File: src/rtl/cfg_pkg.sv
// Shared types and constants for the configuration-bus request master.
// Holds the FSM state encoding, bus width and the read-timeout filler word.
package cfg_pkg;

    localparam int CFG_BUS_W = 32;
    localparam logic [CFG_BUS_W-1:0] CFG_TIMEOUT_DATA = 32'hDEAD_BEEF;

    typedef enum logic [1:0] {
        ST_IDLE    = 2'd0,
        ST_ISSUE   = 2'd1,
        ST_WAIT_RD = 2'd2,
        ST_RESP    = 2'd3
    } cfg_state_t;

    typedef struct packed {
        logic                 wr;
        logic [CFG_BUS_W-1:0] addr;
        logic [CFG_BUS_W-1:0] wdata;
    } cfg_req_t;

    localparam int CFG_REQ_W = $bits(cfg_req_t);

endpackage

File: src/rtl/cfg_req_fifo.sv
// Synchronous first-word-fall-through FIFO holding pending config requests.
// Push is refused while full, pop is refused while empty.
module cfg_req_fifo #(
    parameter int WIDTH = 8,
    parameter int DEPTH = 4
) (
    input  logic             clk,
    input  logic             rst,
    input  logic             push,
    input  logic [WIDTH-1:0] push_data,
    output logic             full,
    input  logic             pop,
    output logic [WIDTH-1:0] pop_data,
    output logic             empty
);

    localparam int AW = (DEPTH > 1) ? $clog2(DEPTH) : 1;
    localparam int CW = $clog2(DEPTH + 1);
    localparam logic [CW-1:0] FULL_CNT = CW'(DEPTH);

    logic [WIDTH-1:0] mem_r [DEPTH];
    logic [AW-1:0]    wr_ptr_r;
    logic [AW-1:0]    rd_ptr_r;
    logic [CW-1:0]    count_r;
    logic             do_push_s;
    logic             do_pop_s;

    assign full      = (count_r == FULL_CNT);
    assign empty     = (count_r == {CW{1'b0}});
    assign do_push_s = push && !full;
    assign do_pop_s  = pop && !empty;
    assign pop_data  = mem_r[rd_ptr_r];

    // Pointer and occupancy tracking; pointers wrap naturally at a power-of-two depth.
    always_ff @(posedge clk or posedge rst) begin
        if (rst) begin
            wr_ptr_r <= {AW{1'b0}};
            rd_ptr_r <= {AW{1'b0}};
            count_r  <= {CW{1'b0}};
        end else begin
            if (do_push_s) begin
                wr_ptr_r <= wr_ptr_r + AW'(1);
            end
            if (do_pop_s) begin
                rd_ptr_r <= rd_ptr_r + AW'(1);
            end
            case ({do_push_s, do_pop_s})
                2'b10:   count_r <= count_r + CW'(1);
                2'b01:   count_r <= count_r - CW'(1);
                default: count_r <= count_r;
            endcase
        end
    end

    // Storage array write port.
    always_ff @(posedge clk) begin
        if (do_push_s) begin
            mem_r[wr_ptr_r] <= push_data;
        end
    end

endmodule

File: src/rtl/cfg_req_master.sv
// Config-bus request master: queues requests, issues one bus strobe at a time,
// waits (bounded) for read data and returns an in-order response.
module cfg_req_master
    import cfg_pkg::*;
#(
    parameter int FIFO_DEPTH = 4,
    parameter int RD_TIMEOUT = 16
) (
    input  logic                 clk,
    input  logic                 rst,
    input  logic                 req_valid,
    output logic                 req_ready,
    input  logic                 req_wr,
    input  logic [CFG_BUS_W-1:0] req_addr,
    input  logic [CFG_BUS_W-1:0] req_wdata,
    output logic                 rsp_valid,
    input  logic                 rsp_ready,
    output logic [CFG_BUS_W-1:0] rsp_rdata,
    output logic                 rsp_err,
    output logic [CFG_BUS_W-1:0] addr,
    output logic [CFG_BUS_W-1:0] wdata,
    output logic                 wr,
    output logic                 rd,
    input  logic [CFG_BUS_W-1:0] rdata,
    input  logic                 rdata_vld
);

    localparam int TW = $clog2(RD_TIMEOUT + 1);
    localparam logic [TW-1:0] TMO_LAST = TW'(RD_TIMEOUT - 1);

    cfg_state_t     state_r;
    logic [TW-1:0]  tmo_cnt_r;
    logic           cur_wr_r;
    logic           fifo_full_s;
    logic           fifo_empty_s;
    logic           fifo_push_s;
    logic           fifo_pop_s;
    cfg_req_t       push_req_s;
    cfg_req_t       head_s;

    assign req_ready   = !fifo_full_s;
    assign fifo_push_s = req_valid && !fifo_full_s;
    assign fifo_pop_s  = (state_r == ST_IDLE) && !fifo_empty_s;
    assign push_req_s  = '{wr: req_wr, addr: req_addr, wdata: req_wdata};

    cfg_req_fifo #(
        .WIDTH (CFG_REQ_W),
        .DEPTH (FIFO_DEPTH)
    ) u_fifo (
        .clk       (clk),
        .rst       (rst),
        .push      (fifo_push_s),
        .push_data (push_req_s),
        .full      (fifo_full_s),
        .pop       (fifo_pop_s),
        .pop_data  (head_s),
        .empty     (fifo_empty_s)
    );

    // Transaction FSM with read-timeout counter; all bus and response outputs registered.
    always_ff @(posedge clk or posedge rst) begin
        if (rst) begin
            state_r   <= ST_IDLE;
            tmo_cnt_r <= {TW{1'b0}};
            cur_wr_r  <= 1'b0;
            addr      <= {CFG_BUS_W{1'b0}};
            wdata     <= {CFG_BUS_W{1'b0}};
            wr        <= 1'b0;
            rd        <= 1'b0;
            rsp_valid <= 1'b0;
            rsp_rdata <= {CFG_BUS_W{1'b0}};
            rsp_err   <= 1'b0;
        end else begin
            wr <= 1'b0;
            rd <= 1'b0;
            case (state_r)
                ST_IDLE: begin
                    if (!fifo_empty_s) begin
                        state_r  <= ST_ISSUE;
                        cur_wr_r <= head_s.wr;
                        addr     <= head_s.addr;
                        wr       <= head_s.wr;
                        rd       <= ~head_s.wr;
                        // Reads leave wdata untouched so the bus keeps its last write value.
                        if (head_s.wr) begin
                            wdata <= head_s.wdata;
                        end
                    end
                end
                ST_ISSUE: begin
                    tmo_cnt_r <= {TW{1'b0}};
                    if (cur_wr_r) begin
                        rsp_rdata <= {CFG_BUS_W{1'b0}};
                        rsp_err   <= 1'b0;
                        rsp_valid <= 1'b1;
                        state_r   <= ST_RESP;
                    end else if (rdata_vld) begin
                        rsp_rdata <= rdata;
                        rsp_err   <= 1'b0;
                        rsp_valid <= 1'b1;
                        state_r   <= ST_RESP;
                    end else begin
                        state_r   <= ST_WAIT_RD;
                    end
                end
                ST_WAIT_RD: begin
                    if (rdata_vld) begin
                        rsp_rdata <= rdata;
                        rsp_err   <= 1'b0;
                        rsp_valid <= 1'b1;
                        state_r   <= ST_RESP;
                    end else if (tmo_cnt_r == TMO_LAST) begin
                        rsp_rdata <= CFG_TIMEOUT_DATA;
                        rsp_err   <= 1'b1;
                        rsp_valid <= 1'b1;
                        state_r   <= ST_RESP;
                    end else begin
                        tmo_cnt_r <= tmo_cnt_r + TW'(1);
                    end
                end
                ST_RESP: begin
                    if (rsp_ready) begin
                        rsp_valid <= 1'b0;
                        state_r   <= ST_IDLE;
                    end
                end
                default: begin
                    state_r <= ST_IDLE;
                end
            endcase
        end
    end

endmodule

File: config.mk
export PLATFORM = sky130hd
export DESIGN_NAME = cfg_req_master
export DESIGN_NICKNAME = d
export VERILOG_FILES = /design/src/rtl/cfg_pkg.sv /design/src/rtl/cfg_req_fifo.sv /design/src/rtl/cfg_req_master.sv
export SDC_FILE = /design/constraint.sdc
export NUM_CORES = 1
export LEC_CHECK = 0
export CAP_MARGIN = 20
export CORE_MARGIN = 8
export CORE_UTILIZATION = 49
export CTS_CLUSTER_DIAMETER = 80
export DETAILED_ROUTE_END_ITERATION = 12
export GPL_ROUTABILITY_DRIVEN = 0
export PLACE_DENSITY = 0.76
export SKIP_CTS_REPAIR_TIMING = 1
export SKIP_LAST_GASP = 1
export SYNTH_ARGS = -nofsm -noshare
export SYNTH_HDL_FRONTEND = slang
export SYNTH_SLANG_ARGS = --single-unit
export TNS_END_PERCENT = 30
File: constraint.sdc
create_clock -name clk -period 3.45 [get_ports clk]
set_clock_uncertainty 0.05 [all_clocks]
set_input_delay 0.69 -clock clk [delete_from_list [all_inputs] [get_ports clk]]
set_output_delay 0.69 -clock clk [all_outputs]
set_load 0.01 [all_outputs]
======== Yosys cells after proc, flatten, opt, wreduce, memory -nomap -nowiden ========
Memory sizes are Yosys's and may differ from the RTL's.
Index checks and enable logic that the tools add are counted.
word-level totals
  bits in writable memories ............... 260
  bits of input ports ..................... 102
  output and inout port bits .............. 101
  word-level logic and storage cells ...... 83
  memories kept ........................... 1
  flip-flop bits (word level) ............. 115
operators by class
  equality and inequality tests ........... 13
  $add $sub $neg .......................... 5
  reductions and logical operators ........ 17
  muxes and demuxes ....................... 32
  bitwise gates (word level) .............. 2
memory list
  name          words  width  rd ports  clocked after Yosys merged registers in  wr ports  line                text
  u_fifo.mem_r  4      65     1         0                                        1         cfg_req_fifo.sv:21  logic [WIDTH-1:0] mem_r [DEPTH];
operators with widths
  cell                                                             count
  32-bit 2-to-1 mux                                                4
  32-bit one-hot mux with 2 select lines                           1
  1-bit 2-to-1 mux                                                 16
  3-bit AND reduction                                              4
  5-bit 2-to-1 mux                                                 2
  5-bit one-hot mux with 2 select lines                            1
  2-bit 2-to-1 mux                                                 4
  2-bit != test, second input constant                             4
  2-bit one-hot mux with 4 select lines                            1
  2-bit == test, second input constant                             3
  3-bit != test, second input constant                             2
  3-bit one-hot mux with 2 select lines                            1
  5-bit by 1-bit adder with 5-bit output, second input constant    1
  5-bit by 4-bit == test with 1-bit output, second input constant  1
  2-bit by 1-bit adder with 2-bit output, second input constant    2
  2-bit by 1-bit == test with 1-bit output, second input constant  2
  1-bit logical AND                                                4
  4-bit AND reduction                                              1
  2-bit nonzero test                                               2
  3-bit by 1-bit adder with 3-bit output, second input constant    1
  3-bit == test, second input constant                             1
  3-bit zero test                                                  1
  1-bit one-hot mux with 3 select lines                            1
  3-bit nonzero test                                               1
  other kinds (6)                                                  8

======== Logic depth before layout (Yosys ltp) ========
  depth after elaboration ................. 6
  mapped depth ............................ 12
  gate-level depth less buffers ........... 10

======== Cells and area by module ========
Synthesis repeated with hierarchy kept, for this count alone.
second synthesis, totals
  cell total of the unflattened synthesis .. 771
  area total of the unflattened synthesis .. 14346.3 um^2
modules (own cells, without submodules)
  module          sequential area each (um^2)  area an instance (um^2)  times used  cells each
  cfg_req_fifo    7982.7                       9835.7                   1           378
  cfg_req_master  2702.6                       4510.6                   1           393

======== Least setup slack after synthesis ========
No wires, ideal clock.
  path type ............................... input port to flip-flop
  start ................................... in req_valid
  end ..................................... mem u_fifo.mem_r[3][0] in the netlist's numbering (enable)
  stages .................................. 1
  setup slack ............................. 703 ps
  data required time ...................... 2970 ps
  data arrival time ....................... 2267 ps
  cell sequence ........................... and3_1
between the ends
  word-level cells in the longest chain between the ends .. 4
ends and longest elaborated chain
  what                                    line                  text
  start: declaration                      cfg_req_master.sv:11  input logic req_valid,
  1-bit logical AND                       cfg_req_master.sv:42  assign fifo_push_s = req_valid && !fifo_full_s;
  1-bit logical AND                       cfg_req_fifo.sv:30    assign do_push_s = push && !full;
  1-bit 2-to-1 mux                        cfg_req_fifo.sv:57    if (do_push_s) begin
  1-bit 2-to-1 mux (implied by the code)  cfg_req_fifo.sv:58    mem_r[wr_ptr_r] <= push_data;
  end: declaration                        cfg_req_fifo.sv:21
No other way between the ends.

======== Worst setup path after layout ========
  start ................................... reg u_fifo.count_r[0]
  end ..................................... out req_ready
between the ends
  word-level cells in the longest chain between the ends .. 2
ends and longest elaborated chain
  what                      line                  text
  start: declaration        cfg_req_fifo.sv:24    logic [CW-1:0] count_r;
  start signal: assignment  cfg_req_fifo.sv:39    count_r <= {CW{1'b0}};
  start signal: assignment  cfg_req_fifo.sv:48    2'b10: count_r <= count_r + CW'(1);
  start signal: assignment  cfg_req_fifo.sv:49    2'b01: count_r <= count_r - CW'(1);
  3-bit == test             cfg_req_fifo.sv:28    assign full = (count_r == FULL_CNT);
  1-bit zero test           cfg_req_master.sv:41  assign req_ready = !fifo_full_s;
  end: declaration          cfg_req_master.sv:12  output logic req_ready,
No other way between the ends.

==> impl_metrics.tcl <==
set metrics [dict create \
    rsz0062_at_grt "false" \
    p_per_area_nw_per_um2 923 \
    firstDrtPassIters 5 \
    drc_errors 0 \
    nNetsFinal 1099 \
    preCtsSetupSlack_ns 0.911 \
    crit_chain "inv_1 > nand3_1 > clkdlybuf4s50_1" \
    finalHoldViolCount 0 \
    finalSetupTns_ns 0 \
    max_slew_margin 0.511 \
    synth_area_leader_cell "edfxtp_1" \
    async_flop_share 0.307 \
    comb_power_share 0.345 \
    peakVddDrop_uv 443 \
    worstPathRequired_ns 2.71 \
    grt_busiest_layer "met2" \
    critPathMaxFanout 6 \
    die_area_um2 34800 \
    synth_cell_types 44 \
    syn_avg_cell_area_um2 18.7 \
    port-buffer-count 202 \
    syn_area_um2 14300 \
    syn_inst 762 \
    ant_nets 0 \
    yosys.area_share.simple 0.0447 \
    arrival_ns 1.87 \
    synth-seq-area-share 0.750 \
    pwr-share-clk 0.246 \
    clk_latency_ns 0.52 \
    cp-end-kind "output pin" \
    cts_max_path_buffers 3 \
    grt_pass1_wl_um 47700 \
    cp_slowest_cell "clkdlybuf4s50_1" \
    clk_pin_slew_ns 0.06 \
    area_growth_pct 26.3 \
    setup_violations 0 \
    antenna_cells 0 \
    fin_crit_sh 0.757 \
    path_class "flop to output pin" \
    switching_share 0.301 \
    clockRootBuffer "clkbuf_16" \
    vias_per_cell 5.36 \
    netlist.area_leader.share 0.548 \
    synth_compound_area_frac 0.0251 \
    critPathLaunchType "flop" \
    grt.total_usage 0.173 \
    grt_pass1_vias 8078 \
    ys_warn_count 0 \
    start_util 0.497 \
    layout-drive-gt1-share 0.176 \
    hold_class "flop to flop" \
    synth_ff_type "edfxtp_1" \
    yosys.area_share.xor_xnor 0.00369 \
    gr-usage-met1 0.237 \
    row_count 62 \
    min_period_ns 2.61 \
    grt.met2_usage 0.277 \
    cp_slowest_stage_delay_ns 0.64 \
    status "completed" \
    grt_overflow 0 \
    wl_per_cell_um 21.7 \
    die_y_um 187 \
    vias 7489 \
    cap_violations 0 \
    synth_edf_count 260 \
    ios 203 \
    synth_fa_ha_area_frac 0.0119 \
    antenna_found_initial 1 \
    core_area_um2 28700 \
    ctsHtreeMaxLevel 2 \
    fin_ws_ns 0.838 \
    muxShareOfSynthArea 0.143 \
    fmax_ghz 0.383 \
    switching_power_w 0.00500 \
    reg2reg_from "state_r[0]$_DFFE_PP0P_" \
    ys_ff_latch 375 \
    syn-num-nets 877 \
    grt_start_max_net_pins 44 \
    die_w_um 187 \
    first_iter_violations 569 \
    power_frac_seq 0.409 \
    hold_start "addr[2]$_DFFE_PP0P_" \
    p_int_w 0.0116 \
    crit_start "u_fifo.count_r[0]$_DFFE_PP0P_" \
    p_leak_nw 6.76 \
    max_slew.worst_pin.slew_ns 0.732 \
    hpwlAfterDp_um 19200 \
    final_max_slew_viol_count 0 \
    synth.area.top_cells "edfxtp_1, dfrtp_1, mux4_2" \
    cts_buffers 38 \
    cts_sinks 375 \
    routed_wl_um 30300 \
    use_met3 0.0472 \
    synth_top_family_by_area "multiplexers" \
    cts_tree "yes" \
]
synth_stat cells, types with 7 or more instances:
library cell and number:
ha_1 12, mux4_2 65, nand2_1 134, buf_2 14, inv_1 22, a2bb2oi_1 24
edfxtp_1 260, clkbuf_1 12, o21ai_0 7, mux2i_1 10, dfrtp_1 115, mux2_4 26
critical path: cells and delay by family (launching register included):
family	cells	cell delay, ns
AND/OR/NAND/NOR	1	0.24
flip-flops	1	0.38
buffers and inverters	2	0.73
worst paths after layout:
| kind | depth (start not counted) | slack, ns | end |
|---|---|---|---|
| max | 3 | 0.84 | req_ready |
| min | 2 | 0.42 | addr[2]$_DFFE_PP0P_ |
| max reg2reg | 10 | 0.99 | u_fifo.count_r[2]$_DFFE_PP0P_ |
| min reg2reg | 2 | 0.42 | addr[2]$_DFFE_PP0P_ |
| max in group asynchronous | 3 | 1.97 | wdata[19]$_DFFE_PP0P_ |
| min in group asynchronous | 2 | 0.60 | rsp_rdata[1]$_DFFE_PP0P_ |
flip-flops by register name, summed over array words and instances (netlist names), 2 cells and up:
name / cells
rsp_rdata: 32
state_r: 2
u_fifo.count_r: 3
wdata: 32
u_fifo.mem_r: 260
tmo_cnt_r: 5
u_fifo.wr_ptr_r: 2
u_fifo.rd_ptr_r: 2
addr: 32
layout make-up:
type | instances | area [µm²]
clock buffers | 52 | 1070
clock inverters | 17 | 180
fillers | 2013 | 10700
inverters | 23 | 92.6
multi-input cells | 330 | 3280
flip-flops and latches | 375 | 10700
well taps | 384 | 480
repair buffers | 216 | 2200
per-layer routing:
metal	wire, µm	vias to the layer above
li1	-	3334
met1	13300	3862
met2	14500	257
met3	2070	34
met4	392	2
met5	13	-
placed cells by master (no fill, tap or decap), types with 3 or more instances in the layout:
master,count
buf_4,8
and3_4,4
edfxtp_1,260
nand2_1,134
clkbuf_1,8
clkdlybuf4s50_1,202
xnor2_1,4
bufinv_16,3
inv_1,21
mux2_2,6
buf_12,6
clkinv_1,7
o21ai_0,7
clkbuf_8,5
mux4_2,65
ha_1,12
mux2_4,26
mux2i_1,10
dfrtp_1,113
clkinv_2,3
a2bb2oi_1,24
nor2_1,5
clkbuf_16,39
power groups by stage:
stage / clock network [W] / registers (W) / logic, W
after floorplan: 0 / 0.00699 / 0.00341
after detailed placement: 0 / 0.00687 / 0.00584
after global placement: 0 / 0.00682 / 0.00573
after CTS: 0.00417 / 0.00681 / 0.00586
final: 0.00409 / 0.00680 / 0.00574
after global routing: 0.00435 / 0.00694 / 0.00626
stage by stage:
step / instances / area, µm² / utilization / total power (W) / hold slack [ns]
after floorplan: 762 / 14300 / - / 0.0104 / 0.387
after global placement: 1328 / 16800 / 0.584 / 0.0126 / 0.411
after detailed placement: 1328 / 16800 / 0.584 / 0.0127 / 0.412
after CTS: 1397 / 18000 / 0.627 / 0.0168 / 0.427
after global routing: 1397 / 18000 / 0.627 / 0.0176 / 0.460
final: 1397 / 18000 / 0.627 / 0.0166 / 0.418
logic make-up after synthesis:
logic type | Yosys count
buf+inv | 57
xor+xnor | 6
fa+ha+maj | 13
simple gates | 157
compound gates | 45
flops | 375
mux | 109
Power figures use the tool's default switching activity.
